**src/rtl/pipeline_types_pkg.sv**
```systemverilog
// Shared pipeline stage payload types and sizing helpers for the inter-stage
// elastic registers.
package pipeline_types;

    localparam int PipeStageDepth = 2;

    typedef logic [15:0] stall_cnt_t;

    typedef struct packed {
        logic [31:0] pc;
        logic [31:0] instr;
        logic [31:0] pc_plus4;
    } if_id_t;

    typedef struct packed {
        logic [31:0] pc;
        logic [31:0] rs1_val;
        logic [31:0] rs2_val;
        logic [31:0] imm;
        logic [4:0]  rd;
        logic [3:0]  alu_op;
        logic        mem_rd;
        logic        mem_wr;
        logic        reg_wr;
    } id_ex_t;

    typedef struct packed {
        logic [31:0] alu_res;
        logic [31:0] store_val;
        logic [4:0]  rd;
        logic        mem_rd;
        logic        mem_wr;
        logic        reg_wr;
    } ex_mem_t;

    typedef struct packed {
        logic [31:0] wb_val;
        logic [4:0]  rd;
        logic        reg_wr;
    } mem_wb_t;

    localparam int IfIdW  = $bits(if_id_t);
    localparam int IdExW  = $bits(id_ex_t);
    localparam int ExMemW = $bits(ex_mem_t);
    localparam int MemWbW = $bits(mem_wb_t);

    // A single-entry buffer still needs a 1-bit pointer to keep port widths legal.
    function automatic int ptr_w(input int depth);
        return (depth > 1) ? $clog2(depth) : 1;
    endfunction

endpackage

```
**src/rtl/pipe_elastic_stage_mem.sv**
```systemverilog
// DEPTH x PAYLOAD_W register array: one write port, one async read port,
// contents cleared only by reset.
module pipe_stage_mem
    import pipeline_types::*;
#(
    parameter int DEPTH     = PipeStageDepth,
    parameter int PAYLOAD_W = IfIdW,
    parameter int AW        = ptr_w(DEPTH)
) (
    input  logic                 clk,
    input  logic                 nrst,
    input  logic                 we,
    input  logic [AW-1:0]        waddr,
    input  logic [PAYLOAD_W-1:0] wdata,
    input  logic [AW-1:0]        raddr,
    output logic [PAYLOAD_W-1:0] rdata
);

    logic [DEPTH-1:0][PAYLOAD_W-1:0] mem;

    for (genvar i = 0; i < DEPTH; i++) begin : g_entry
        always_ff @(posedge clk or negedge nrst) begin
            if (!nrst) begin
                mem[i] <= '0;
            end else if (we && waddr == AW'(i)) begin
                mem[i] <= wdata;
            end
        end
    end

    always_comb begin
        rdata = '0;
        for (int i = 0; i < DEPTH; i++) begin
            if (raddr == AW'(i)) rdata = mem[i];
        end
    end

endmodule

```
**src/rtl/pipe_elastic_stage.sv**
```systemverilog
// Elastic inter-stage register: valid/ready skid buffer with flush and a
// saturating downstream-stall counter. up_ready comes from registered state only.
module pipe_elastic_stage
    import pipeline_types::*;
#(
    parameter int PAYLOAD_W   = IfIdW,
    parameter int DEPTH       = PipeStageDepth,
    parameter int STALL_CNT_W = $bits(stall_cnt_t)
) (
    input  logic                         clk,
    input  logic                         nrst,
    input  logic                         flush,
    input  logic                         up_valid,
    output logic                         up_ready,
    input  logic [PAYLOAD_W-1:0]         up_data,
    output logic                         dn_valid,
    input  logic                         dn_ready,
    output logic [PAYLOAD_W-1:0]         dn_data,
    output logic [$clog2(DEPTH+1)-1:0]   occupancy,
    output logic [STALL_CNT_W-1:0]       stall_cycles
);

    localparam int PtrW = ptr_w(DEPTH);
    localparam int OccW = $clog2(DEPTH + 1);
    localparam logic [PtrW-1:0] LastPtr = PtrW'(DEPTH - 1);
    localparam logic [OccW-1:0] FullOcc = OccW'(DEPTH);

    logic [PtrW-1:0] rd_ptr, wr_ptr;
    logic [OccW-1:0] occ;
    logic            push, pop;

    assign up_ready  = (occ != FullOcc);
    assign dn_valid  = (occ != '0);
    assign occupancy = occ;

    assign push = up_valid & up_ready & ~flush;
    assign pop  = dn_valid & dn_ready & ~flush;

    always_ff @(posedge clk or negedge nrst) begin
        if (!nrst) begin
            rd_ptr <= '0;
            wr_ptr <= '0;
            occ    <= '0;
        end else if (flush) begin
            rd_ptr <= '0;
            wr_ptr <= '0;
            occ    <= '0;
        end else begin
            if (push) wr_ptr <= (wr_ptr == LastPtr) ? '0 : wr_ptr + 1'b1;
            if (pop)  rd_ptr <= (rd_ptr == LastPtr) ? '0 : rd_ptr + 1'b1;
            case ({push, pop})
                2'b10:   occ <= occ + 1'b1;
                2'b01:   occ <= occ - 1'b1;
                default: occ <= occ;
            endcase
        end
    end

    always_ff @(posedge clk or negedge nrst) begin
        if (!nrst) begin
            stall_cycles <= '0;
        end else if (dn_valid && !dn_ready && !flush && stall_cycles != '1) begin
            stall_cycles <= stall_cycles + 1'b1;
        end
    end

    // Head is read straight out of storage; storage is never written at rd_ptr
    // while occupied, so dn_data stays put until a pop.
    pipe_stage_mem #(
        .DEPTH     (DEPTH),
        .PAYLOAD_W (PAYLOAD_W),
        .AW        (PtrW)
    ) u_mem (
        .clk   (clk),
        .nrst  (nrst),
        .we    (push),
        .waddr (wr_ptr),
        .wdata (up_data),
        .raddr (rd_ptr),
        .rdata (dn_data)
    );

    a_up_hold: assert property (@(posedge clk) disable iff (!nrst)
        (up_valid && !up_ready && !flush) |=> (up_valid && $stable(up_data)));

    a_dn_hold: assert property (@(posedge clk) disable iff (!nrst)
        (dn_valid && !dn_ready && !flush) |=> (dn_valid && $stable(dn_data)));

endmodule

```
**config.mk**
```make
export PLATFORM = sky130hd
export DESIGN_NAME = pipe_elastic_stage
export DESIGN_NICKNAME = d
export VERILOG_FILES = /design/src/rtl/pipeline_types_pkg.sv /design/src/rtl/pipe_elastic_stage_mem.sv /design/src/rtl/pipe_elastic_stage.sv
export SDC_FILE = /design/constraint.sdc
export NUM_CORES = 1
export LEC_CHECK = 0
export CAP_MARGIN = 20
export CELL_PAD_IN_SITES_DETAIL_PLACEMENT = 1
export CELL_PAD_IN_SITES_GLOBAL_PLACEMENT = 1
export CORE_ASPECT_RATIO = 1.1
export CORE_MARGIN = 2
export CORE_UTILIZATION = 47
export CTS_CLUSTER_DIAMETER = 30
export DETAILED_ROUTE_END_ITERATION = 10
export DONT_BUFFER_PORTS = 1
export PLACE_DENSITY = 0.77
export SETUP_SLACK_MARGIN = 0.5
export SYNTH_ARGS = -nofsm -noshare
export SYNTH_HDL_FRONTEND = slang
export SYNTH_SLANG_ARGS = --single-unit
```
**constraint.sdc**
```tcl
create_clock -name clk -period 2 [get_ports clk]
set_input_delay 0.5 -clock clk [delete_from_list [all_inputs] [get_ports clk]]
set_output_delay 0.5 -clock clk [all_outputs]
set_load 0.02 [all_outputs]
```
Word level (Yosys, flattened, before mapping)
Cells that the tools add are included.

word-level totals
  bits in latches = 0
  logic and storage cells = 41
  output and inout port bits = 116
  memories = 0
  bits of input ports = 101
  register bits after elaboration = 212
  memory bits (writable) = 0
  bits in read-only memories = 0

operators by class
  reduce and logical (&&, ||, !) cells = 11
  bitwise operators = 6
  div/mod/pow operators = 0
  magnitude comparators = 0
  muxes and demuxes = 9
  equality and inequality tests = 4
  $mul = 0
  add/sub/neg operators = 5
  shifts and indexed selects = 0

operator list
  cell                     number
  $mux W96                 1
  $add A16 B1 Y16 const B  1
  $ne A16 B16 Y1 const B   1
  $mux W1                  6
  $reduce_bool A2 Y1       3
  $logic_and A1 B1 Y1      5
  $and A1 B1 Y1            4
  $pmux W2 S2              1
  $reduce_bool A3 Y1       1
  $add A1 B1 Y1 const B    2
  $add A2 B1 Y2 const B    1
  $eq A2 B1 Y1 const B     1
  $eq A2 B2 Y1 const B     1
  $logic_not A1 Y1         2
  $mux W2                  1
  $ne A2 B2 Y1 const B     1
  $not A1 Y1               2
  $sub A2 B1 Y2 const B    1

Longest topological paths before layout
  depth after elaboration = 6
  gate-level depth with buffers = 6
  gate-level depth less buffers = 5

By module
Synthesis repeated with hierarchy kept, for this count alone.

second synthesis, totals
  cells, all modules = 610
  area total of the unflattened synthesis = 9,501.6 um^2

modules (own cells, without submodules)
  module              sequential area each (um^2)  cells an instance  area each (um^2)  instances
  pipe_stage_mem      4,804.6                      514                8,440.6           1
  pipe_elastic_stage  500.5                        96                 1,061.0           1

Worst setup path before layout
OpenSTA, ideal clock, no wires.

  path type = register to output
  start point = register rd_ptr
  end point = output port dn_data[56]
  path slack = -0.116 ns
  stages on the path, launching flop included = 5
  buffers on the path = 3
  required time = 1.500 ns
  arrival = 1.616 ns
  path through = dfrtp_1 clkbuf_1 clkbuf_1 clkbuf_1 mux2_2

between the ends
  cells in the longest elaborated chain, start to end = 1

RTL lines
  what                    RTL line                      source
  start, declared         pipe_elastic_stage.sv:28      logic [PtrW-1:0] rd_ptr, wr_ptr;
  start signal, assigned  pipe_elastic_stage.sv:50      if (pop) rd_ptr <= (rd_ptr == LastPtr) ? '0 : rd_ptr + 1'b1;
  $mux W96                pipe_elastic_stage_mem.sv:34  if (raddr == AW'(i)) rdata = mem[i];
  end, declared           pipe_elastic_stage.sv:18      output logic [PAYLOAD_W-1:0] dn_data,

Every way passes these cells.

Worst setup path after layout
  start point = register rd_ptr
  end point = output port dn_data[5]

The elaborated chain is that of the path after synthesis.

==> run summary <==
==================================================================================================
Worst Hold Class                                                                       in -> async
Post-Synth XOR/XNOR Area                                                                    0.0152
Achievable clock frequency                                                                 449 MHz
Clock transition time at the flip-flop clock pins of the worst setup and hold paths        0.05 ns
Total negative slack for setup checks                                                    -19.90 ns
Setup repair after global routing missed its margin                                            yes
Final nets                                                                                     839
Total of endpoints with negative setup slack in the final report                                99
Setup Crit Path Kind                                                                    reg -> out
Via count of the routed design                                                                6357
Crit. End Element                                                                     primary output
Worst-case setup margin in the final layout                                              -0.229 ns
Mean cell area of the mapped netlist                                                      15.1 µm²
Number of DRC violations after detailed routing                                                  0
Via density per instance                                                                      6.25
Most common cell after layout, fill and taps aside                                    sky130_fd_sc_hd__mux2_4
Cells after Synth                                                                              611
P&R area growth vs syn                                                                       55.2%
Pin count of the biggest net entering global routing                                           213
Longest Clk Path Bufs                                                                            3
Port Buf Inserts                                                                                 0
Number of clock sinks seen by CTS                                                              212
Count of different cell masters after synthesis                                                 31
WL final                                                                                  39300 µm
Total chip power                                                                          0.0189 W
Final setup skew                                                                         0.0168 ns
Maximum Capacitance Violations                                                                   0
Final clock period utilization by the worst path                                              1.11
Wire per inst                                                                              38.6 µm
Global-route usage over all layers                                                           0.327
Static leakage                                                                             6.83 nW
Adder and majority gate portion of the synthesized area                                    0.00136
Worst Path Max Fanout                                                                            6
Width of the chip                                                                           137 µm
Relative slew slack                                                                          0.719
Violations in the final reports                                                       negative hold slack, negative setup slack
Vias in the first global route                                                                7261
Area fraction of the dominant cell type after synthesis                                      0.576
Share of synthesized area occupied by flip-flops and latches                                 0.576
Yosys top cell by area                                                                sky130_fd_sc_hd__dfrtp_1
Buffer type at the clock tree root                                                    sky130_fd_sc_hd__clkbuf_16
Cell Area, Placed                                                                         9990 µm²
First-pass DRT Iterations                                                                        5
Main combinational cell family by area after synthesis                                multiplexers
Fin area                                                                                 14300 µm²
Final worst path period need                                                               2.23 ns
Final hold viol count                                                                          212
Initial standard-cell utilization of the core                                                0.481
Antenna-violating nets left                                                                      0
Share of the synthesized area in compound gates (AO/OA/AOI/OAI)                            0.00380
Number of flip-flops and latches in the synthesized netlist                                    212
Floorplan Core Area                                                                      19200 µm²
PD cells                                                                               1320 nW/µm²
I/O pin total                                                                                  217
Antenna violations before repair                                                                 0
Vert. Die Dim                                                                               151 µm
CTS tree                                                                                      done
Data required, critical path                                                               1.50 ns
Synth area leaders                                                                    sky130_fd_sc_hd__dfrtp_1 58%, sky130_fd_sc_hd__mux2_2 35%, sky130_fd_sc_hd__xor2_1 1.4%
Sum of overflow across all layers after global routing                                           0
Worst slack, placed                                                                       0.125 ns
Area of the die                                                                          20700 µm²
H-Tree Depth                                                                                     2
Global-route wire length before repair                                                    48500 µm
Share of final-layout standard cells stronger than drive strength 1                          0.675
Arrival time at the worst endpoint                                                         1.73 ns
Post-synthesis cell area                                                                  9210 µm²
Gpl congestion                                                                               0.753
FP Rows                                                                                         53
Maximum vdd drop                                                                         0.00110 V
Latest clock arrival within the worst-skew pair                                            0.52 ns
Mapped Nets                                                                                    713
Commonest cells after routing, fill and taps aside                                    290 x sky130_fd_sc_hd__mux2_4, 200 x sky130_fd_sc_hd__dfrtp_1, 50 x sky130_fd_sc_hd__clkbuf_16
Outcome                                                                               finished with violations
Max-slew violation count                                                                         0
Simple-gate area share of the yosys netlist                                                 0.0312
Antenna Cells                                                                                    0
Synthesis warning total                                                                          0
Half-perimeter wire length after detailed placement                                       13900 µm
Cts bufs inserted                                                                               44
Worst hold slack                                                                         -0.307 ns
Portion of netlist area occupied by mux cells                                                0.355
Type of origin of the critical path                                                           flop
Number of DRC markers in iteration 0                                                           335
Transition time at the pin with the least slew margin                                     0.420 ns
==================================================================================================
-- flip-flops by register name, summed over array words and instances, names as in the netlist --
register      cells
occupancy         2
u_mem.mem       192
rd_ptr            1
stall_cycles     16
wr_ptr            1
-- cell usage after synthesis, drive strengths merged --
cell type	n
buf	15
nor3	10
nand3	5
ha	1
nor2	7
mux2	290
inv	2
o21bai	1
nand3b	2
nor3b	2
xor2	15
nand2b	2
dfrtp	212
nor4b	3
a31oi	2
clkbuf	19
nand4b	1
xnor2	1
nand4	3
a21oi	1
or3	1
o21ai	2
or2	1
or4	2
nor4	3
nand2	8
-- path summary, 6_finish.rpt --
path | start | to | slack, ns | depth (start not counted)
min | nrst | u_mem.mem[131] | -0.31 | 0
min in group clk | flush | occupancy[0] | 0.05 | 1
min reg2reg | u_mem.mem[4] | u_mem.mem[4] | 0.52 | 1
max in group asynchronous | nrst | stall_cycles[0] | 1.98 | 0
max reg2reg | stall_cycles[8] | stall_cycles[13] | -0.04 | 6
max | rd_ptr | dn_data[5] | -0.23 | 3
-- repair_timing --
| item | CTS | global route |
|---|---|---|
| cloned | 32 | 5 |
| resized for setup | 264 | 93 |
| pin swaps | 11 | 14 |
| endpoints found under the hold margin | 212 | 212 |
| endpoints found under the setup margin | 323 | 323 |
| buffers inserted | 38 | 13 |
-- power by group --
group | total (W) | internal [W] | switching, W
clock network | 0.00737 | 0.00479 | 0.00258
registers | 0.00657 | 0.00547 | 0.00110
logic | 0.00500 | 0.00284 | 0.00216
-- stage by stage --
stage          instances  hold WS [ns]   util
4_1_cts              999        -0.319  0.713
3_3_place_gp         850         0.211  0.521
2_1_floorplan        611         0.204      -
3_5_place_dp         850         0.210  0.521
5_1_grt             1017        -0.326  0.746
6_report            1017        -0.307  0.746
-- logic make-up after synthesis --
logic type | after synthesis
adder cells (fa/ha/maj) | 1
XOR/XNOR | 16
multiplexers | 290
flip-flops | 212
AO/OA/AOI/OAI | 6
AND/OR/NAND/NOR | 50
buffers and inverters | 36
-- layout make-up --
type	count	area, µm²
sequential	212	5320
multi-input combinational	363	5090
fill	1430	4870
timing repair buffer	114	2100
clock buffer	57	1250
tap	247	309
clock inverter	22	211
inverter	2	10.0
-- critical path, stage by stage, from the launching register on --
cell	delay, ns
sky130_fd_sc_hd__dfrtp_4	0.50
sky130_fd_sc_hd__buf_12	0.17
sky130_fd_sc_hd__clkbuf_16	0.18
sky130_fd_sc_hd__mux2_4	0.36
-- per-layer routing --
metal,routed length [µm],global-route usage
met5,0,0
met1,13700,0.333
met2,21000,0.592
met4,1870,0.156
met3,2650,0.114
(Power assumes the default switching activity.)
